### src/rtl/multiplier_8.sv
// Sequential 8x8->16 shift-and-add multiplier; define MULT8_SIGNED_EN for two's-complement operands.
// Latency: start accepted at E0, p valid and ready high after E8; one operation per 9 cycles.
// Backpressure: start is ignored while ready is low (no queuing, no restart).
module multiplier_8 (
    input  logic        clk,
    input  logic        rst_n,
    input  logic        start,
    input  logic [7:0]  a,
    input  logic [7:0]  b,
    output logic [15:0] p,
    output logic        ready
);

    typedef enum logic {IDLE, BUSY} state_t;

    state_t      state, state_nxt;
    logic [15:0] mcand, mcand_nxt;
    logic [15:0] acc, acc_nxt;
    logic [15:0] p_nxt;
    logic [15:0] sum;
    logic [7:0]  mplier, mplier_nxt;
    logic [7:0]  a_mag, b_mag;
    logic [2:0]  cnt, cnt_nxt;
    logic        neg, neg_nxt;

`ifdef MULT8_SIGNED_EN
    // Work on magnitudes; -128 maps to 0x80, which is correct read as unsigned.
    assign a_mag = a[7] ? (~a + 8'd1) : a;
    assign b_mag = b[7] ? (~b + 8'd1) : b;
`else
    assign a_mag = a;
    assign b_mag = b;
`endif

    // Includes the current edge's partial product so the completion edge sees the full result.
    assign sum   = acc + (mplier[0] ? mcand : 16'd0);
    assign ready = (state == IDLE);

    always_comb begin
        state_nxt  = state;
        mcand_nxt  = mcand;
        mplier_nxt = mplier;
        acc_nxt    = acc;
        cnt_nxt    = cnt;
        neg_nxt    = neg;
        p_nxt      = p;
        if (state == IDLE) begin
            if (start) begin
                state_nxt  = BUSY;
                mcand_nxt  = {8'h00, a_mag};
                mplier_nxt = b_mag;
                acc_nxt    = 16'h0000;
                cnt_nxt    = 3'd0;
`ifdef MULT8_SIGNED_EN
                neg_nxt    = a[7] ^ b[7];
`else
                neg_nxt    = 1'b0;
`endif
            end
        end else begin
            acc_nxt    = sum;
            mcand_nxt  = {mcand[14:0], 1'b0};
            mplier_nxt = {1'b0, mplier[7:1]};
            cnt_nxt    = cnt + 3'd1;
            if (cnt == 3'd7) begin
                state_nxt = IDLE;
`ifdef MULT8_SIGNED_EN
                p_nxt     = neg ? (~sum + 16'd1) : sum;
`else
                p_nxt     = sum;
`endif
            end
        end
    end

    always_ff @(posedge clk or negedge rst_n) begin
        if (!rst_n) begin
            state  <= IDLE;
            mcand  <= 16'h0000;
            mplier <= 8'h00;
            acc    <= 16'h0000;
            cnt    <= 3'd0;
            neg    <= 1'b0;
            p      <= 16'h0000;
        end else begin
            state  <= state_nxt;
            mcand  <= mcand_nxt;
            mplier <= mplier_nxt;
            acc    <= acc_nxt;
            cnt    <= cnt_nxt;
            neg    <= neg_nxt;
            p      <= p_nxt;
        end
    end

endmodule

### config.mk
export PLATFORM = sky130hd
export DESIGN_NAME = multiplier_8
export DESIGN_NICKNAME = d
export VERILOG_FILES = /design/src/rtl/multiplier_8.sv
export SDC_FILE = /design/constraint.sdc
export NUM_CORES = 1
export LEC_CHECK = 0
export ABC_CLOCK_PERIOD_IN_PS = 3300
export CORE_UTILIZATION = 55
export CTS_CLUSTER_DIAMETER = 40
export DETAILED_ROUTE_END_ITERATION = 8
export PLACE_DENSITY = 0.86
export SYNTH_ARGS = -nofsm -noshare
export SYNTH_HDL_FRONTEND = slang
export SYNTH_SLANG_ARGS = --single-unit
### constraint.sdc
create_clock -name clk -period 3.3 [get_ports clk]
set_clock_uncertainty 0.2 [all_clocks]
set_input_delay 0.33 -clock clk [delete_from_list [all_inputs] [get_ports clk]]
set_output_delay 0.33 -clock clk [all_outputs]
set_load 0.05 [all_outputs]
==> results.md <==
- Post-Syn Area per Cell: 10.60 um^2
- RR Endpoint: p[14]$_DFFE_PN0P_
- WL per Instance: 15.63 um
- Initial Util: 57.80%
- ANT nets after route: 0
- Detailed Place HPWL: 4.507 mm
- CTS tree: yes
- First-pass GRT wire length: 11.18 mm
- Maximum fanout along the worst path: 8
- Max Fclk: 342.6 MHz
- Final setup fails: 0
- Fraction of layout cells with a size suffix above 1: 13.01%
- Unique masters post-synth: 45
- # port buffers: 35
- Final Util: 68.84%
- Final Net Count: 378
- RSZ-0062 raised after global routing: false
- Ant. Diodes: 0
- Number of global-route vias before repair: 2391
- DR vias: 2395
- Die H: 78.54 um
- CP startpoint kind: register
- CTS max path bufs: 2
- YS warnings: 0
- Dpl cell area: 3625 um^2
- Measured slew at the worst slew-check pin: 0.6263 ns
- CTS Buf Count: 9
- Worst hold-check path type: in -> async
- Synthesized flop and latch total: 60
- Top-Level Pins: 36
- Synthesized area: 3222 um^2
- CP Data Arrival Time: 2.94 ns
- Syn_nets: 341
- CTS H-tree depth: 3
- Async SR Flop Fraction: 100.0%
- Area Growth Syn to Fin: 19.11%
- Post-route clock period utilization: 88.45%
- Clock root cell: clkbuf_8
- Multi-input combinational cell area: 1624 um^2
- Register area: 1501 um^2
- Total gr overflow: 0
- Critical Path RT: 3.33 ns
- Slew headroom: 58.11%
- Die ar.: 6168 um^2
- Rows: 27
- DRT Pass-1 Iters: 4
- Design area: 3837 um^2
- Post-synthesis cell count: 304
- Fill cells: 408
- Final Hold Fails: 0
- Die width: 78.54 um
- Clk_lat worst skew: 0.34 ns
- Global Route Usage Sum: 23.79%
- # Post-CTS Setup Buffers: 0
- Pin count of the biggest net entering global routing: 60
- Ranking of synthesized cells by area: dfrtp_1 47%, ha_1 6.6%, mux2i_1 5.3%, mux2_2 5.2%, a22o_1 4.3%
- Most used DFF post-synth: dfrtp_1
- Reg2reg start: mplier[0]$_DFFE_PN0P_
- Status: finished, final reports clean
- FF-to-FF setup slack: 0.38 ns
- Clock net sink count: 60
- Slew Limit Fails: 0
- Crit end category: register
- Overall Power: 3.425 mW
- Max Cap Viol: 0
- Worst r2r path cells: 10
- Initial antenna violation count: 0
- Pwr/cell area: 892.4 nW/um^2
- Gpl congestion: 0.8609
- DRC violations left: 0
- Via-to-Cell Ratio: 5.730
- Post-synth top area share: 46.60%
- Detailed Route WL: 6.534 mm
- EDFF count, synth: 0
- Sum Neg Setup Slack: 0 ns
- Reg clk slew, reported paths: 0.07 ns
- Iteration-0 DRC Markers: 97
- Minimum clock period: 2.919 ns
- WHS: 0.2421 ns
- Register area share after synthesis: 46.60%
- Crit Path Category: reg -> reg
- Maximum vdd drop: 0.5375 mV
- Pleak: 1.846 nW
- Core area: 5574 um^2
- Area leader, netlist: dfrtp_1
## power by group
group / internal (mW) / total, mW / switching (mW)
registers: 1.02 / 1.21 / 0.182
clock network: 0.387 / 0.676 / 0.288
logic: 0.616 / 1.54 / 0.926
total: 2.03 / 3.42 / 1.40
## flip-flops by register name, summed over array words and instances (netlist names)
signal  count
acc        16
mcand      16
p          16
mplier      8
cnt         3
state       1
## placed cells by master (no fill, tap or decap), drive strengths merged, types with 2 or more instances in the layout
master and n:
o31a 2, a21boi 2, o311ai 2, nand3 2, a22o 17, nor2 15, nand2 37, buf 6
a21o 7, a211oi 4, inv 7, xor2 4, a21oi 8, o21a 2, nand4 2, nor3 3
xnor2 7, clkdlybuf4s50 34, ha 17, and2 15, clkbuf 12, and3 2, mux2 15, dfrtp 60
clkinv 2, o21ai 30, o22ai 2, mux2i 17
## cell usage after synthesis, types with 2 or more instances
cell      count
mux2_2       15
o21ai_1       3
a211oi_2      2
ha_1         17
o31a_1        2
o21ai_0      27
o22ai_1       2
nand2_1      36
a21oi_1       8
xor2_1        4
nor3_1        3
clkbuf_1     11
mux2i_1      17
o21a_1        2
a211oi_1      2
inv_1         7
and2_1       15
nor2_1       14
nand3_1       2
nand4_1       2
xnor2_1       7
dfrtp_1      60
a21boi_0      2
a21o_1        7
a22o_1       16
o311ai_1      2
## layout make-up
type                    count  area share, %
multi-input cells         222          42.32
inverters                   7         0.6847
well taps                  72          2.348
clock buffers              12          4.043
clock inverters             4          1.239
repair buffers             41          10.24
flip-flops and latches     60          39.13
## worst max-delay path by stage
stage                          start           endpoint  slack (ns)
2_1_floorplan  mplier[0]$_DFFE_PN0P_  p[14]$_DFFE_PN0P_        0.62
3_5_place_dp   mplier[0]$_DFFE_PN0P_  p[14]$_DFFE_PN0P_        0.42
5_1_grt        mplier[0]$_DFFE_PN0P_  p[14]$_DFFE_PN0P_        0.20
4_1_cts        mplier[0]$_DFFE_PN0P_  p[14]$_DFFE_PN0P_        0.40
6_report       mplier[0]$_DFFE_PN0P_  p[14]$_DFFE_PN0P_        0.38
3_3_place_gp   mplier[0]$_DFFE_PN0P_  p[14]$_DFFE_PN0P_        0.49
## timing repair
item / in CTS / in global routing
hold buffers: 1 / 0
endpoints found under the hold margin: 17 / 0
gates resized for setup: 0 / 0
endpoints found under the setup margin: 0 / 0
## worst max-delay path, cell delays in order, from the launching register on
cell and delay, ns:
dfrtp_1 0.44, and2_1 0.17, ha_1 0.23, fa_1 0.45
a211oi_2 0.24, o21ai_1 0.14, a22oi_2 0.23, o221ai_1 0.15
a21oi_1 0.19, xnor2_1 0.10, mux2_2 0.26
## routing by layer
| metal | vias to the layer above | wire [um] | GRT usage [%] |
|---|---|---|---|
| li1 | 1160 | - | - |
| met1 | 1156 | 3061 | 30.08 |
| met2 | 68 | 3074 | 37.74 |
| met3 | 11 | 291 | 6.279 |
| met4 | 0 | 108 | 11.48 |
| met5 | - | 0 | 0 |
## per-stage QoR
step / std cells / setup slack [ns]
final: 418 / 0.3810
after global routing: 418 / 0.1966
after CTS: 418 / 0.3951
after detailed placement: 401 / 0.4239
after global placement: 401 / 0.4905
after floorplan: 304 / 0.6211
## kinds of logic (layout without fill, tap and decap cells)
family,count (synthesis),in the layout,synth area share [%]
buf+inv,22,64,2.990
flops,60,60,46.60
mux,32,32,10.52
simple gates,78,78,11.30
compound gates,83,83,18.37
fa+ha+maj,18,18,7.223
xor+xnor,11,11,2.990
Power figures use the tool's default switching activity.
==> RTL change: new RTL, same flow settings <==
Reset style: synchronous (`rst_n`), changed in one clocked block.
--- a/src/rtl/multiplier_8.sv
+++ b/src/rtl/multiplier_8.sv
@@ -73,7 +73,7 @@
         end
     end
 
-    always_ff @(posedge clk or negedge rst_n) begin
+    always_ff @(posedge clk) begin
         if (!rst_n) begin
             state  <= IDLE;
             mcand  <= 16'h0000;
Formal check against the unedited RTL: differs if rst_n is asserted again (counterexample within 4 cycles, from zero or initial values and one cycle with rst_n low); with rst_n held inactive, the same outputs for 4 cycles.
==> RTL change against the original RTL <==
- final area grew 1.5%
- highest routed layer unchanged
- worst setup slack gained 0.023 ns
- global-route usage grew 1.6 points
- non-clock buffer count shrank 1
- sequential cell count is the same
- routed wire length grew 13%
- synthesized area grew 2.5%
- die area grew 2.4%
- critical endpoint is now acc[14]
- sequential share of layout area shrank 8.2 points
Power is not compared: it rests on default switching activity, and its combinational part moved more than twofold at a synthesized area within 25%.
==> RTL change: results (changes against the original RTL) <==
metric,value,unit,change
run_status,"finished, final reports clean",,unchanged
async_flop_share,0,%,was 100%
synth_area_leaders,"dfxtp_1, nor2_1, a21oi_1, ha_1, mux2i_1",,"was dfrtp_1, ha_1, mux2i_1, mux2_2, a22o_1"
place_congestion,0.891,,was 0.861
place_ws,0.451,ns,was 0.424 ns
maxSlewHeadroom,52.6,%,was 58.1%
vias_per_cell,5.75,,was 5.73
rrSetupSlack,0.40,ns,was 0.38 ns
yosysUniqueCellTypes,50,,was 45
drtPass1Iterations,5,,was 4
r2r-end,acc[14],,was p[14]
synth-compound-area-share,17.7,%,was 18.4%
synthTopCellsByCount,"nor2_1, dfxtp_1, a21oi_1",,"was dfrtp_1, nand2_1, o21ai_0"
synthFlopType,dfxtp_1,,was dfrtp_1
grt_max_degree,67,,was 60
synth_fa_ha_area_share,7.05,%,was 7.22%
grt_usage,25.4,%,was 23.8%
grt_pass1_wl,12.4,mm,was 11.2 mm
wire_per_inst,14.7,um,was 15.6 um
reg2regPathDepth,9,,was 10
n_fill_cell,466,,was 408
drive_gt1_share,6.71,%,was 13.0%
synthMuxAreaShare,5.76,%,was 10.5%
ys_seq_area_share,36.4,%,was 46.6%
grt_pass1_vias,2646,,was 2391
crit_fanout,17,,was 8
drt_iter0_markers,220,,was 97
dp_cells,488,,was 401
r2r-start,mplier[0],,unchanged
max_freq,345,MHz,was 343 MHz
synth_fp_nets,440,,was 341
RTL change: cell types whose count changed in the layout (fill, tap and decap cells not counted), moves of 11 or more:
cell | before | now
mux2_2 | 15 | 0
o21ai_0 | 27 | 7
a21oi_1 | 8 | 44
nor2_1 | 14 | 63
dfrtp_1 | 60 | 0
a22o_1 | 16 | 0
nand3_1 | 2 | 13
dfxtp_1 | 0 | 59
nor3b_1 | 0 | 17
RTL change: cell families after synthesis:
kind of cell	count (synthesis)
xor+xnor	11
buf+inv	31
fa+ha+maj	18
mux	19
simple gates	176
flops	60
compound gates	88
RTL change: per-stage QoR:
stage          util [%]  hold WS, ns
3_5_place_dp       64.8        0.249
4_1_cts            69.0        0.257
5_1_grt            69.0        0.269
6_report           69.0        0.254
2_1_floorplan         -        0.230
3_3_place_gp       64.8        0.241
RTL change: final cells by class:
cell class                      count  area (um2)  share of cell area (%)
Timing Repair Buffer               40         388                    9.96
Clock inverter                      3        67.6                    1.74
Clock buffer                       13         169                    4.34
Multi-Input combinational cell    312        1960                    50.4
Tap cell                           72        90.1                    2.31
Sequential cell                    60        1200                    30.9
Inverter                            4        15.0                   0.386
RTL change: layer usage:
layer	part of all wire, %	track usage (%)
met1	47	33.8
met5	0	0
met2	45	38.8
met3	5.8	5.03
met4	1.9	12.7
RTL change: report_power, final:
group	switching (mW)	internal (mW)
Clock	0.286	0.487
Combinational	0.0695	0.0486
Sequential	0.0124	0.739
RTL change: worst max path at each step:
stage,from,to,cells after the start
floorplan,mplier[0],acc[14],9
global placement,mplier[0],acc[14],9
detailed placement,mplier[0],acc[14],9
CTS,mplier[0],acc[14],9
global route,mplier[0],acc[10],9
finish,mplier[0],acc[14],9
RTL change: critical path, cell delays in order, from the launching register on:
cell	delay, ns
dfxtp_1	0.43
and2_1	0.23
ha_1	0.21
fa_1	0.41
a21o_1	0.20
a311o_1	0.39
and2_4	0.18
a221oi_4	0.29
xor2_1	0.17
o21ai_1	0.07
